`src/rtl/led_pattern_controller_pkg.sv`:
```
// Shared definitions for the LED pattern controller: pattern mode encodings.
package led_pattern_controller_pkg;

  localparam int unsigned MODE_W = 2;

  typedef enum logic [MODE_W-1:0] {
    MODE_COUNT   = 2'd0,
    MODE_SCAN    = 2'd1,
    MODE_BLINK   = 2'd2,
    MODE_BREATHE = 2'd3
  } mode_e;

endpackage

```
`src/rtl/led_pattern_controller_if.sv`:
```
// Control/status bundle between the board-level driver and the LED controller.
//   MODE_IN  : pattern select (master -> slave)
//   PAUSE_IN : freeze request (master -> slave)
//   LED_OUT  : LED drive, 1 = on (slave -> master)
//   STEP_OUT : one-cycle pulse per pattern step (slave -> master)
interface led_pattern_controller_if
  import led_pattern_controller_pkg::*;
#(
  parameter int unsigned NUM_LEDS = 3
);
  logic [MODE_W-1:0]   MODE_IN;
  logic                PAUSE_IN;
  logic [NUM_LEDS-1:0] LED_OUT;
  logic                STEP_OUT;

  modport master (output MODE_IN, output PAUSE_IN, input LED_OUT, input STEP_OUT);
  modport slave  (input MODE_IN, input PAUSE_IN, output LED_OUT, output STEP_OUT);
endinterface

```
`src/rtl/led_pattern_controller_prescaler.sv`:
```
// Free-running prescaler producing a step tick once per 2^PRESCALE_BITS
// unpaused cycles.
//   CLK_IN   : clock
//   RESET_N  : synchronous active-low reset
//   PAUSE_IN : hold the counter, suppress the tick
//   tick_c   : combinational tick, high while the counter is all ones
module led_prescaler #(
  parameter int unsigned PRESCALE_BITS = 23
) (
  input  logic CLK_IN,
  input  logic RESET_N,
  input  logic PAUSE_IN,
  output logic tick_c
);
  logic [PRESCALE_BITS-1:0] cnt_q;

  // Counter wraps naturally; frozen while paused.
  always_ff @(posedge CLK_IN) begin
    if (!RESET_N) begin
      cnt_q <= '0;
    end else if (!PAUSE_IN) begin
      cnt_q <= cnt_q + PRESCALE_BITS'(1);
    end
  end

  assign tick_c = (cnt_q == '1) && !PAUSE_IN;
endmodule

```
`src/rtl/led_pattern_controller.sv`:
```
// Multi-mode LED driver: binary count, bouncing scan, blink-all, PWM breathe.
//   CLK_IN  : clock, all logic rising-edge
//   RESET_N : synchronous active-low reset
//   bus     : MODE_IN/PAUSE_IN in, registered LED_OUT/STEP_OUT out
module led_pattern_controller
  import led_pattern_controller_pkg::*;
#(
  parameter int unsigned NUM_LEDS      = 3,
  parameter int unsigned PRESCALE_BITS = 23,
  parameter int unsigned PWM_BITS      = 8
) (
  input  logic                     CLK_IN,
  input  logic                     RESET_N,
  led_pattern_controller_if.slave  bus
);
  localparam int unsigned          POS_W    = (NUM_LEDS > 1) ? $clog2(NUM_LEDS) : 1;
  localparam logic [POS_W-1:0]     POS_MAX  = POS_W'(NUM_LEDS - 1);
  localparam logic [PWM_BITS-1:0]  DUTY_MAX = '1;

  logic                tick_c;
  mode_e               mode_in;
  mode_e               mode_q;
  logic [NUM_LEDS-1:0] count_q, count_n;
  logic [POS_W-1:0]    pos_q, pos_n;
  logic                pos_up_q, pos_up_n;
  logic                phase_q, phase_n;
  logic [PWM_BITS-1:0] duty_q, duty_n;
  logic                duty_up_q, duty_up_n;
  logic [PWM_BITS-1:0] pwm_cnt_q;
  logic [NUM_LEDS-1:0] led_q, led_n;
  logic                step_q;

  assign mode_in = mode_e'(bus.MODE_IN);

  led_prescaler #(.PRESCALE_BITS(PRESCALE_BITS)) u_prescaler (
    .CLK_IN   (CLK_IN),
    .RESET_N  (RESET_N),
    .PAUSE_IN (bus.PAUSE_IN),
    .tick_c   (tick_c)
  );

  // Next pattern state if this edge steps, and the LED image of that state.
  always_comb begin
    count_n   = count_q;
    pos_n     = pos_q;
    pos_up_n  = pos_up_q;
    phase_n   = phase_q;
    duty_n    = duty_q;
    duty_up_n = duty_up_q;
    led_n     = '0;

    if (tick_c) begin
      count_n = count_q + NUM_LEDS'(1);
      phase_n = !phase_q;

      // Bounce: the endpoint is shown once, the turn happens on the step away.
      if (NUM_LEDS == 1) begin
        pos_n    = '0;
        pos_up_n = 1'b1;
      end else if (pos_up_q) begin
        if (pos_q == POS_MAX) begin
          pos_n    = pos_q - POS_W'(1);
          pos_up_n = 1'b0;
        end else begin
          pos_n = pos_q + POS_W'(1);
        end
      end else if (pos_q == '0) begin
        pos_n    = pos_q + POS_W'(1);
        pos_up_n = 1'b1;
      end else begin
        pos_n = pos_q - POS_W'(1);
      end

      if (duty_up_q) begin
        if (duty_q == DUTY_MAX) begin
          duty_n    = duty_q - PWM_BITS'(1);
          duty_up_n = 1'b0;
        end else begin
          duty_n = duty_q + PWM_BITS'(1);
        end
      end else if (duty_q == '0) begin
        duty_n    = duty_q + PWM_BITS'(1);
        duty_up_n = 1'b1;
      end else begin
        duty_n = duty_q - PWM_BITS'(1);
      end
    end

    case (mode_q)
      MODE_COUNT:   led_n = count_n;
      MODE_SCAN:    led_n = NUM_LEDS'(1) << pos_n;
      MODE_BLINK:   led_n = {NUM_LEDS{phase_n}};
      MODE_BREATHE: led_n = {NUM_LEDS{pwm_cnt_q < duty_n}};
      default:      led_n = '0;
    endcase
  end

  // Pattern FSM: mode change restarts the pattern, pause freezes it.
  always_ff @(posedge CLK_IN) begin
    if (!RESET_N) begin
      mode_q    <= MODE_COUNT;
      count_q   <= '0;
      pos_q     <= '0;
      pos_up_q  <= 1'b1;
      phase_q   <= 1'b0;
      duty_q    <= '0;
      duty_up_q <= 1'b1;
      pwm_cnt_q <= '0;
      led_q     <= '0;
      step_q    <= 1'b0;
    end else begin
      mode_q <= mode_in;
      if (mode_in != mode_q) begin
        count_q   <= '0;
        pos_q     <= '0;
        pos_up_q  <= 1'b1;
        phase_q   <= 1'b0;
        duty_q    <= '0;
        duty_up_q <= 1'b1;
        pwm_cnt_q <= '0;
        led_q     <= (mode_in == MODE_SCAN) ? NUM_LEDS'(1) : '0;
        step_q    <= 1'b0;
      end else if (bus.PAUSE_IN) begin
        step_q <= 1'b0;
      end else begin
        count_q   <= count_n;
        pos_q     <= pos_n;
        pos_up_q  <= pos_up_n;
        phase_q   <= phase_n;
        duty_q    <= duty_n;
        duty_up_q <= duty_up_n;
        pwm_cnt_q <= pwm_cnt_q + PWM_BITS'(1);
        led_q     <= led_n;
        step_q    <= tick_c;
      end
    end
  end

  assign bus.LED_OUT  = led_q;
  assign bus.STEP_OUT = step_q;
endmodule

```
`src/flat_wrapper.sv`:
```
// flat-port wrapper written by rule: the top's interface ports become plain ports
module led_pattern_controller_flat import led_pattern_controller_pkg::*;
#(
  parameter int unsigned NUM_LEDS      = 3,
  parameter int unsigned PRESCALE_BITS = 23,
  parameter int unsigned PWM_BITS      = 8
)
  (CLK_IN, RESET_N, bus_MODE_IN, bus_PAUSE_IN, bus_LED_OUT, bus_STEP_OUT);
  led_pattern_controller_if #(.NUM_LEDS(NUM_LEDS)) bus_i ();
  input  logic CLK_IN;
  input  logic RESET_N;
  input wire logic [$bits(bus_i.MODE_IN)-1:0] bus_MODE_IN;
  input wire logic [$bits(bus_i.PAUSE_IN)-1:0] bus_PAUSE_IN;
  output wire logic [$bits(bus_i.LED_OUT)-1:0] bus_LED_OUT;
  output wire logic [$bits(bus_i.STEP_OUT)-1:0] bus_STEP_OUT;
  assign bus_i.MODE_IN = bus_MODE_IN;
  assign bus_i.PAUSE_IN = bus_PAUSE_IN;
  assign bus_LED_OUT = bus_i.LED_OUT;
  assign bus_STEP_OUT = bus_i.STEP_OUT;
  led_pattern_controller #(.NUM_LEDS(NUM_LEDS), .PRESCALE_BITS(PRESCALE_BITS), .PWM_BITS(PWM_BITS)) u_core (.CLK_IN(CLK_IN), .RESET_N(RESET_N), .bus(bus_i));
endmodule
```
`config.mk`:
```
export PLATFORM = sky130hd
export DESIGN_NAME = led_pattern_controller_flat
export DESIGN_NICKNAME = d
export VERILOG_FILES = /design/src/rtl/led_pattern_controller_pkg.sv /design/src/rtl/led_pattern_controller_if.sv /design/src/rtl/led_pattern_controller_prescaler.sv /design/src/rtl/led_pattern_controller.sv /design/src/flat_wrapper.sv
export SDC_FILE = /design/constraint.sdc
export NUM_CORES = 1
export LEC_CHECK = 0
export BUFFER_PORTS_ARGS = -buffer_cell sky130_fd_sc_hd__buf_2
export CAP_MARGIN = 10
export CELL_PAD_IN_SITES_DETAIL_PLACEMENT = 0
export CELL_PAD_IN_SITES_GLOBAL_PLACEMENT = 1
export CORE_ASPECT_RATIO = 2
export CORE_MARGIN = 3
export CORE_UTILIZATION = 45
export CTS_CLUSTER_DIAMETER = 30
export CTS_CLUSTER_SIZE = 10
export DETAILED_ROUTE_END_ITERATION = 10
export PLACE_DENSITY = 0.85
export SYNTH_ARGS = -nofsm -noshare
export SYNTH_HDL_FRONTEND = slang
export SYNTH_HIERARCHICAL = 1
export SYNTH_SLANG_ARGS = --single-unit
```
`constraint.sdc`:
```
create_clock -name CLK_IN -period 6.6 [get_ports CLK_IN]
set_clock_uncertainty 0.2 [all_clocks]
set_input_delay 0.33 -clock CLK_IN [delete_from_list [all_inputs] [get_ports CLK_IN]]
set_output_delay 0.33 -clock CLK_IN [all_outputs]
set_load 0.005 [all_outputs]
```
==> results of run 1 <==
worst reg2reg max path, stage by stage (launching register included):
cell and delay, ps:
dfxtp_1 440, nand4_4 210, nor4_4 510, nand3_1 120, nor2_1 100, buf_4 270
nand4b_1 120, o21ai_0 230, xnor2_1 150, ha_1 270, nand2_1 70, nor2_1 40
a2111oi_0 500, a31oi_1 170, o41ai_1 240
per-stage QoR:
stage	util [%]	total power [W]
global route	50.91	0.0006370
global placement	48.68	0.0003589
CTS	50.91	0.0006212
floorplan	-	0.0003503
detailed placement	48.68	0.0003594
finish	50.91	0.0006104
path summary, 6_finish.rpt:
kind	endpoint	slack, ps	cells after the start
hold reg to reg	u_core/u_prescaler/cnt_q[16]$_SDFFE_PN0N_	290	2
setup / recovery	u_core/bus.LED_OUT[1]$_SDFFE_PN0P_	2860	14
setup reg to reg	u_core/bus.LED_OUT[1]$_SDFFE_PN0P_	2860	14
hold / removal	u_core/mode_q[1]$_SDFF_PN0_	100	2
state kept, by name, summed over array words and instances (netlist names), named ones only:
| register | cells |
|---|---|
| u_core/pwm_cnt_q | 8 |
| u_core/pos_q | 2 |
| u_core/u_prescaler/cnt_q | 23 |
| u_core/phase_q | 1 |
| u_core/count_q | 3 |
| u_core/bus.LED_OUT | 3 |
| u_core/duty_up_q | 1 |
| u_core/mode_q | 2 |
| u_core/duty_q | 8 |
| u_core/bus.STEP_OUT | 1 |
cells by family after synthesis:
logic type / count (synthesis) / synth area share, %
muxes: 8 / 2.640
AOI/OAI and AO/OA: 68 / 14.65
and+or+nand+nor: 148 / 27.89
DFF: 53 / 34.98
xor gates and xnor gates: 37 / 10.68
buffers and inverters: 27 / 3.796
adders and majority gates: 13 / 5.363
layout by cell type (no fill, tap or decap), types with 6 or more instances in the layout:
master     n
or3_1      6
inv_1     11
xnor2_1   24
nand3_1   11
nand4b_1   6
nor2_1    37
nor3_1     7
ha_1      13
buf_2      8
xor2_1    13
nand4_1   10
o21ai_0   13
mux2i_1    8
a21oi_1   22
nor2b_1    7
dfxtp_1   53
nand2_1   28
nand2b_1   6
per-layer routing:
layer	vias up	GRT usage [%]	part of all wire (%)
li1	1271	-	-
met3	19	3.598	2.7
met1	1224	19.30	37
met2	55	36.23	56
met4	0	9.743	3.5
met5	-	0	0
area by class of cell:
class                      instances  area, µm²
fill                             656       3148
multi-input combinational        274       1857
sequential                        53       1061
clock buffer                       7      142.6
tap                               86      107.6
timing repair buffer              10      55.05
inverter                          11      41.29
power by group through the flow:
stage / logic (W) / registers (W) / clock network, W
floorplan: 0.0000182 / 0.000332 / 0
global placement: 0.0000248 / 0.000334 / 0
detailed placement: 0.0000251 / 0.000334 / 0
CTS: 0.0000256 / 0.000327 / 0.000269
global route: 0.0000287 / 0.000327 / 0.000281
finish: 0.0000255 / 0.000327 / 0.000258
==> metrics.md, run 1 <==
| Metric | Value |
|---|---|
| Fin crit share | `around 57%` |
| Worst-Margin Slew | `between 1000 and 1500 ps` |
| Area post-placement | `roughly 3100 µm²` |
| F_max | `~0.27 GHz` |
| Vias in the first global route | `between 2k and 2.5k` |
| Core area | `about 6400 µm²` |
| Hold/Removal Path Class | `input port to flop` |
| Switching pwr | `0.0001296 W` |
| Crit-path max FO | `23` |
| Largest net degree at the start of global routing | `24` |
| Outcome | `complete, no violations` |
| Pre-Repair DR Iteration Count | `4` |
| Placed Cells | `roughly 430` |
| Layout cells sized above 1 | `between 7 and 8%` |
| Placer's final routability congestion estimate | `slightly above 0.9` |
| Post-synth EDFFs | `0` |
| Design Area, Final | `roughly 3300 µm²` |
| Post-Route WL | `around 6800 µm` |
| # IOs | `9` |
| ANT nets after route | `0` |
| Worst path slowest cell | `nor4_4` |
| Pwr Density | `approximately 190 nW/µm²` |
| CP startpoint | `u_core/u_prescaler/cnt_q[3]$_SDFFE_PN0N_` |
| Min Hold Slack | `roughly 100 ps` |
| RR Startpoint | `u_core/u_prescaler/cnt_q[3]$_SDFFE_PN0N_` |
| Largest area contributor in the netlist | `dfxtp_1` |
| GRT Util Overall | `approximately a fifth` |
| Syn Inst Count | `between 300 and 400` |
| Seq/Total Area, Yosys | `a little over a third` |
| Post-CTS Hold Fix Bufs | `0` |
| Row count | `slightly above 40` |
| Hold Fails Final Rpt | `0` |
| Via-to-Cell Ratio | `~5.8` |
| Final worst slack | `about 2900 ps` |
| Int Pwr | `about 0.00048 W` |
| Area share of the largest cell type after synthesis | `between 30% and 40%` |
| VDD IR max | `between 0.15 and 0.2 mV` |
| Die W | `about 64 µm` |
| Yosys Warn Count | `6` |
| Avg WL per Cell | `~15 µm` |
| Area grow syn2layout | `7.632%` |
| Max-Slew Margin vs Limit | `between 20% and 30%` |
| Most frequent CP cell | `nor2_1` |
| DRT iter0 DRCs | `~160` |
| Main synth FF type | `dfxtp_1` |
| Mapped Nets | `roughly 370` |
| Clock share of power | `a little over two fifths` |
| Drt drc | `0` |
| Clock root cell | `clkbuf_16` |
| Setup crit end kind | `flop` |
| Clock latency on the worst-skew pair | `roughly 290 ps` |
| Die area | `7821 µm²` |
| Initial Util | `47.30%` |
| Max-Cap Viols | `0` |
| Crit start category | `flop` |
| Ys async rst share | `0%` |
| CTS tree | `yes` |
| WP data required | `around 6600 ps` |
| Die height | `between 100 and 150 µm` |
| Switching share of power | `between 20% and 30%` |
| Number of distinct library cells after synthesis | `54` |
| H-tree depth | `2` |
| Post-synthesis cell area | `roughly 3000 µm²` |
| IO buf count | `8` |
| Pre-CTS WS | `2916 ps` |
| CTS Buf Count | `5` |
| Combinational share of power | `under 10%` |
| Leakage power | `between 1 and 1.5 nW` |
| Top post-synthesis cells by area | `dfxtp_1 35%, xnor2_1 6.9%, ha_1 5.4%, nor2_1 4.6%, xor2_1 3.8%` |
| Path type of the worst setup path | `flop to flop` |
| Clock Pin Slew Worst Setup and Hold Paths | `70 ps` |
| Final non-filler cell total | `approximately 440` |
| TritonCTS Sinks | `53` |
| Post-CTS setup buffers | `0` |
| Post-cts resize count | `0` |
| Diodes inserted | `0` |
| First-pass GRT wire length | `roughly 12000 µm` |
| Max Root-Sink Buffers | `2` |
| Flops & latches, synth | `between 50 and 60` |
| Gr ovfl total | `0` |
| Critical path arrival | `between 3000 and 4000 ps` |
| Final max-slew violation count | `0` |
| Count leader, synth | `dfxtp_1` |
| Sequential power share | `53.6%` |
| Critical Path, Cell by Cell | `nand4_4 -> nor4_4 -> nand3_1 -> nor2_1 -> buf_4 -> nand4b_1 -> o21ai_0 -> xnor2_1 -> ha_1 -> nand2_1 -> nor2_1 -> a2111oi_0 -> a31oi_1 -> o41ai_1` |
| CP peak stage delay | `about 500 ps` |
| Nets | `373` |
| Avg Inst Size Synth | `between 8 and 9 µm²` |
| Hold path start | `bus_MODE_IN[1]` |
| Via count | `2569` |
| Finish-stage setup viols | `0` |
| CP bufs+invs | `1` |
| RSZ-0062 raised after global routing | `false` |
| Tmin final | `approximately 3700 ps` |
| CP top delay family | `simple AND/OR/NAND/NOR gates` |
| DPL Wire Length | `a little under 5000 µm` |
| Top cells by count, synth | `53 x dfxtp_1, 37 x nor2_1, 28 x nand2_1` |
| Final setup TNS | `0 ps` |
| Initial antenna violation count | `0` |
Power figures use the tool's default switching activity.
==> inputs of run 2 (changes only) <==
- clock period: 6.6 -> 3.7 ns (I/O delays scaled with it)
==> run 2 against run 1 <==
Final cell count is 1.8% higher. Setup slack got worse by 2600 ps. First-iteration DRC count fell by 12%. Global-route usage fell by 0.30 points. Routed wire length is 1.3% higher. Total power rose by 90%. Combinational power increased by 82%.
==> metrics.md, run 2 (same netlist as run 1, synthesis figures left out) <==
| Metric | Value |
|---|---|
| Tmin final | `around 3400 ps` |
| M1 wire length | `between 2000 and 3000 µm` |
| Path type of the worst setup path | `flop to flop` |
| Leakage power | `around 1.2 nW` |
| Vias in the first global route | `2484` |
| Initial Util | `a little under half` |
| Min Hold Slack | `51.19 ps` |
| CP peak stage delay | `roughly 380 ps` |
| Via-to-Cell Ratio | `5.744` |
| Max-Slew Margin vs Limit | `around three fifths` |
| Post-Route WL | `approximately 6900 µm` |
| Nets | `380` |
| Via count | `2579` |
| Pwr Density | `about 350 nW/µm²` |
| DPL Wire Length | `5102 µm` |
| Met2 wire len | `between 3000 and 4000 µm` |
| Clock root cell | `clkbuf_16` |
| RSZ-0062 raised after global routing | `false` |
| Hold Fails Final Rpt | `0` |
| Final setup TNS | `0 ps` |
| Commonest non-fill, non-tap cell in the layout | `dfxtp_1` |
| Critical path arrival | `about 3400 ps` |
| Placer's final routability congestion estimate | `0.9654` |
| Max Root-Sink Buffers | `2` |
| Post-CTS setup buffers | `0` |
| Largest net degree at the start of global routing | `25` |
| DRT iter0 DRCs | `between 100 and 150` |
| Diodes inserted | `0` |
| Gr ovfl total | `0` |
| # IOs | `9` |
| Fin crit share | `slightly above 90%` |
| Layout cells sized above 1 | `9.091%` |
| IO buf count | `8` |
| Max-Cap Viols | `0` |
| Worst path slowest cell | `dfxtp_1` |
| Crit-path max FO | `8` |
| Layout fillers | `just over 600` |
| Core area | `6412 µm²` |
| VDD IR max | `0.2540 mV` |
| Pre-Repair DR Iteration Count | `5` |
| Setup crit end kind | `flop` |
| Clock Pin Slew Worst Setup and Hold Paths | `approximately 60 ps` |
| Worst-Margin Slew | `~620 ps` |
| Initial antenna violation count | `0` |
| GRT Util Overall | `roughly a fifth` |
| Area post-placement | `3159 µm²` |
| Hold/Removal Path Class | `input port to flop` |
| Avg WL per Cell | `15.38 µm` |
| Finish-stage setup viols | `0` |
| Die height | `roughly 120 µm` |
| F_max | `0.2928 GHz` |
| CTS Buf Count | `5` |
| Drt drc | `0` |
| Die W | `~64 µm` |
| Final max-slew violation count | `0` |
| CP top delay family | `compound AO/OA/AOI/OAI gates` |
| WL met3 | `~160 µm` |
| First-pass GRT wire length | `roughly 12000 µm` |
| Critical Path, Cell by Cell | `inv_1 -> ha_1 -> nor3b_1 -> a21oi_1 -> a31oi_1 -> nor2b_1 -> xnor2_1 -> ha_1 -> a21oi_1 -> nor2_1 -> a2111oi_2 -> a31oi_1 -> o41ai_1` |
| R2R setup slack | `about 290 ps` |
| Die area | `approximately 7800 µm²` |
| Biggest register | `u_core/u_prescaler/cnt_q` |
| WP data required | `~3700 ps` |
| Outcome | `complete, no violations` |
| Commonest cells after routing, fill and taps aside | `53 x dfxtp_1, 37 x nor2_1, 28 x nand2_1, 24 x xnor2_1, 22 x a21oi_1` |
| Crit start category | `flop` |
| Design Area, Final | `between 3000 and 4000 µm²` |
| TritonCTS Sinks | `53` |
| Max layer used | `met4` |
| Max reg flops | `23` |
| Area grow syn2layout | `10.73%` |
| ANT nets after route | `0` |
| Row count | `41` |
| Biggest regs | `u_core/u_prescaler/cnt_q: 23 flops, u_core/duty_q: 8 flops, u_core/pwm_cnt_q: 8 flops` |
| CTS tree | `yes` |
| Clock latency on the worst-skew pair | `290 ps` |
| CP bufs+invs | `1` |
| H-tree depth | `2` |
| Total power | `~0.0012 W` |
## run 2: cell count changes in the layout (fill, tap and decap cells not counted), sizes merged
cell	previous run	this run
bufinv	0	1
buf	10	15
dlygate4sd3	0	2
## run 2: metal layers
metal	global-route usage, %	up-vias
li1	-	1281
met1	20.13	1216
met2	35.39	60
met3	2.214	22
met4	9.472	0
met5	0	-
## run 2: metrics by stage
step           std cells  setup WS (ps)  util (%)
2_1_floorplan        354          48.16         -
3_3_place_gp         439          287.6     49.27
3_5_place_dp         439          161.0     49.27
4_1_cts              449          139.3     52.27
5_1_grt              449          18.65     52.37
6_report             449          285.3     52.37
## run 2: path summary, 6_finish.rpt
| kind | start | end | depth (start not counted) |
|---|---|---|---|
| max | u_core/duty_q[0]$_SDFFE_PP0N_ | u_core/bus.LED_OUT[1]$_SDFFE_PN0P_ | 13 |
| min | RESET_N | u_core/u_prescaler/cnt_q[16]$_SDFFE_PN0N_ | 3 |
| max reg2reg | u_core/duty_q[0]$_SDFFE_PP0N_ | u_core/bus.LED_OUT[1]$_SDFFE_PN0P_ | 13 |
| min reg2reg | u_core/u_prescaler/cnt_q[17]$_SDFFE_PN0N_ | u_core/u_prescaler/cnt_q[17]$_SDFFE_PN0N_ | 2 |
## run 2: final cells by class
| cell class | instances | area, µm² | share of cell area [%] |
|---|---|---|---|
| clock buffer | 7 | 142.6 | 4.247 |
| clock inverter | 1 | 30.03 | 0.8942 |
| inverter | 11 | 41.29 | 1.230 |
| multi-input combinational | 274 | 1863 | 55.48 |
| sequential | 53 | 1061 | 31.59 |
| tap | 86 | 107.6 | 3.204 |
| timing repair buffer | 17 | 112.6 | 3.353 |
## run 2: what timing repair did
| action | 4_1_cts | 5_1_grt |
|---|---|---|
| resized for setup | 0 | 2 |
| hold buffers | 2 | 0 |
| endpoints found under the hold margin | 2 | 0 |
| setup endpoints to repair | 0 | 3 |
## run 2: worst reg2reg max path, delay by kind of cell (launching register included)
family                     cells  cell delay (ps)
AOI/OAI and AO/OA              6             1440
xor gates and xnor gates       1              140
adders and majority gates      2              460
buffers and inverters          1              130
DFF                            1              380
and+or+nand+nor                3              560
## run 2: power by group
| part | internal [W] | leakage (nW) | switching [W] |
|---|---|---|---|
| Clock | 0.000338 | 0.0841 | 0.000195 |
| Sequential | 0.000575 | 0.428 | 0.00000762 |
| Combinational | 0.0000185 | 0.699 | 0.0000279 |
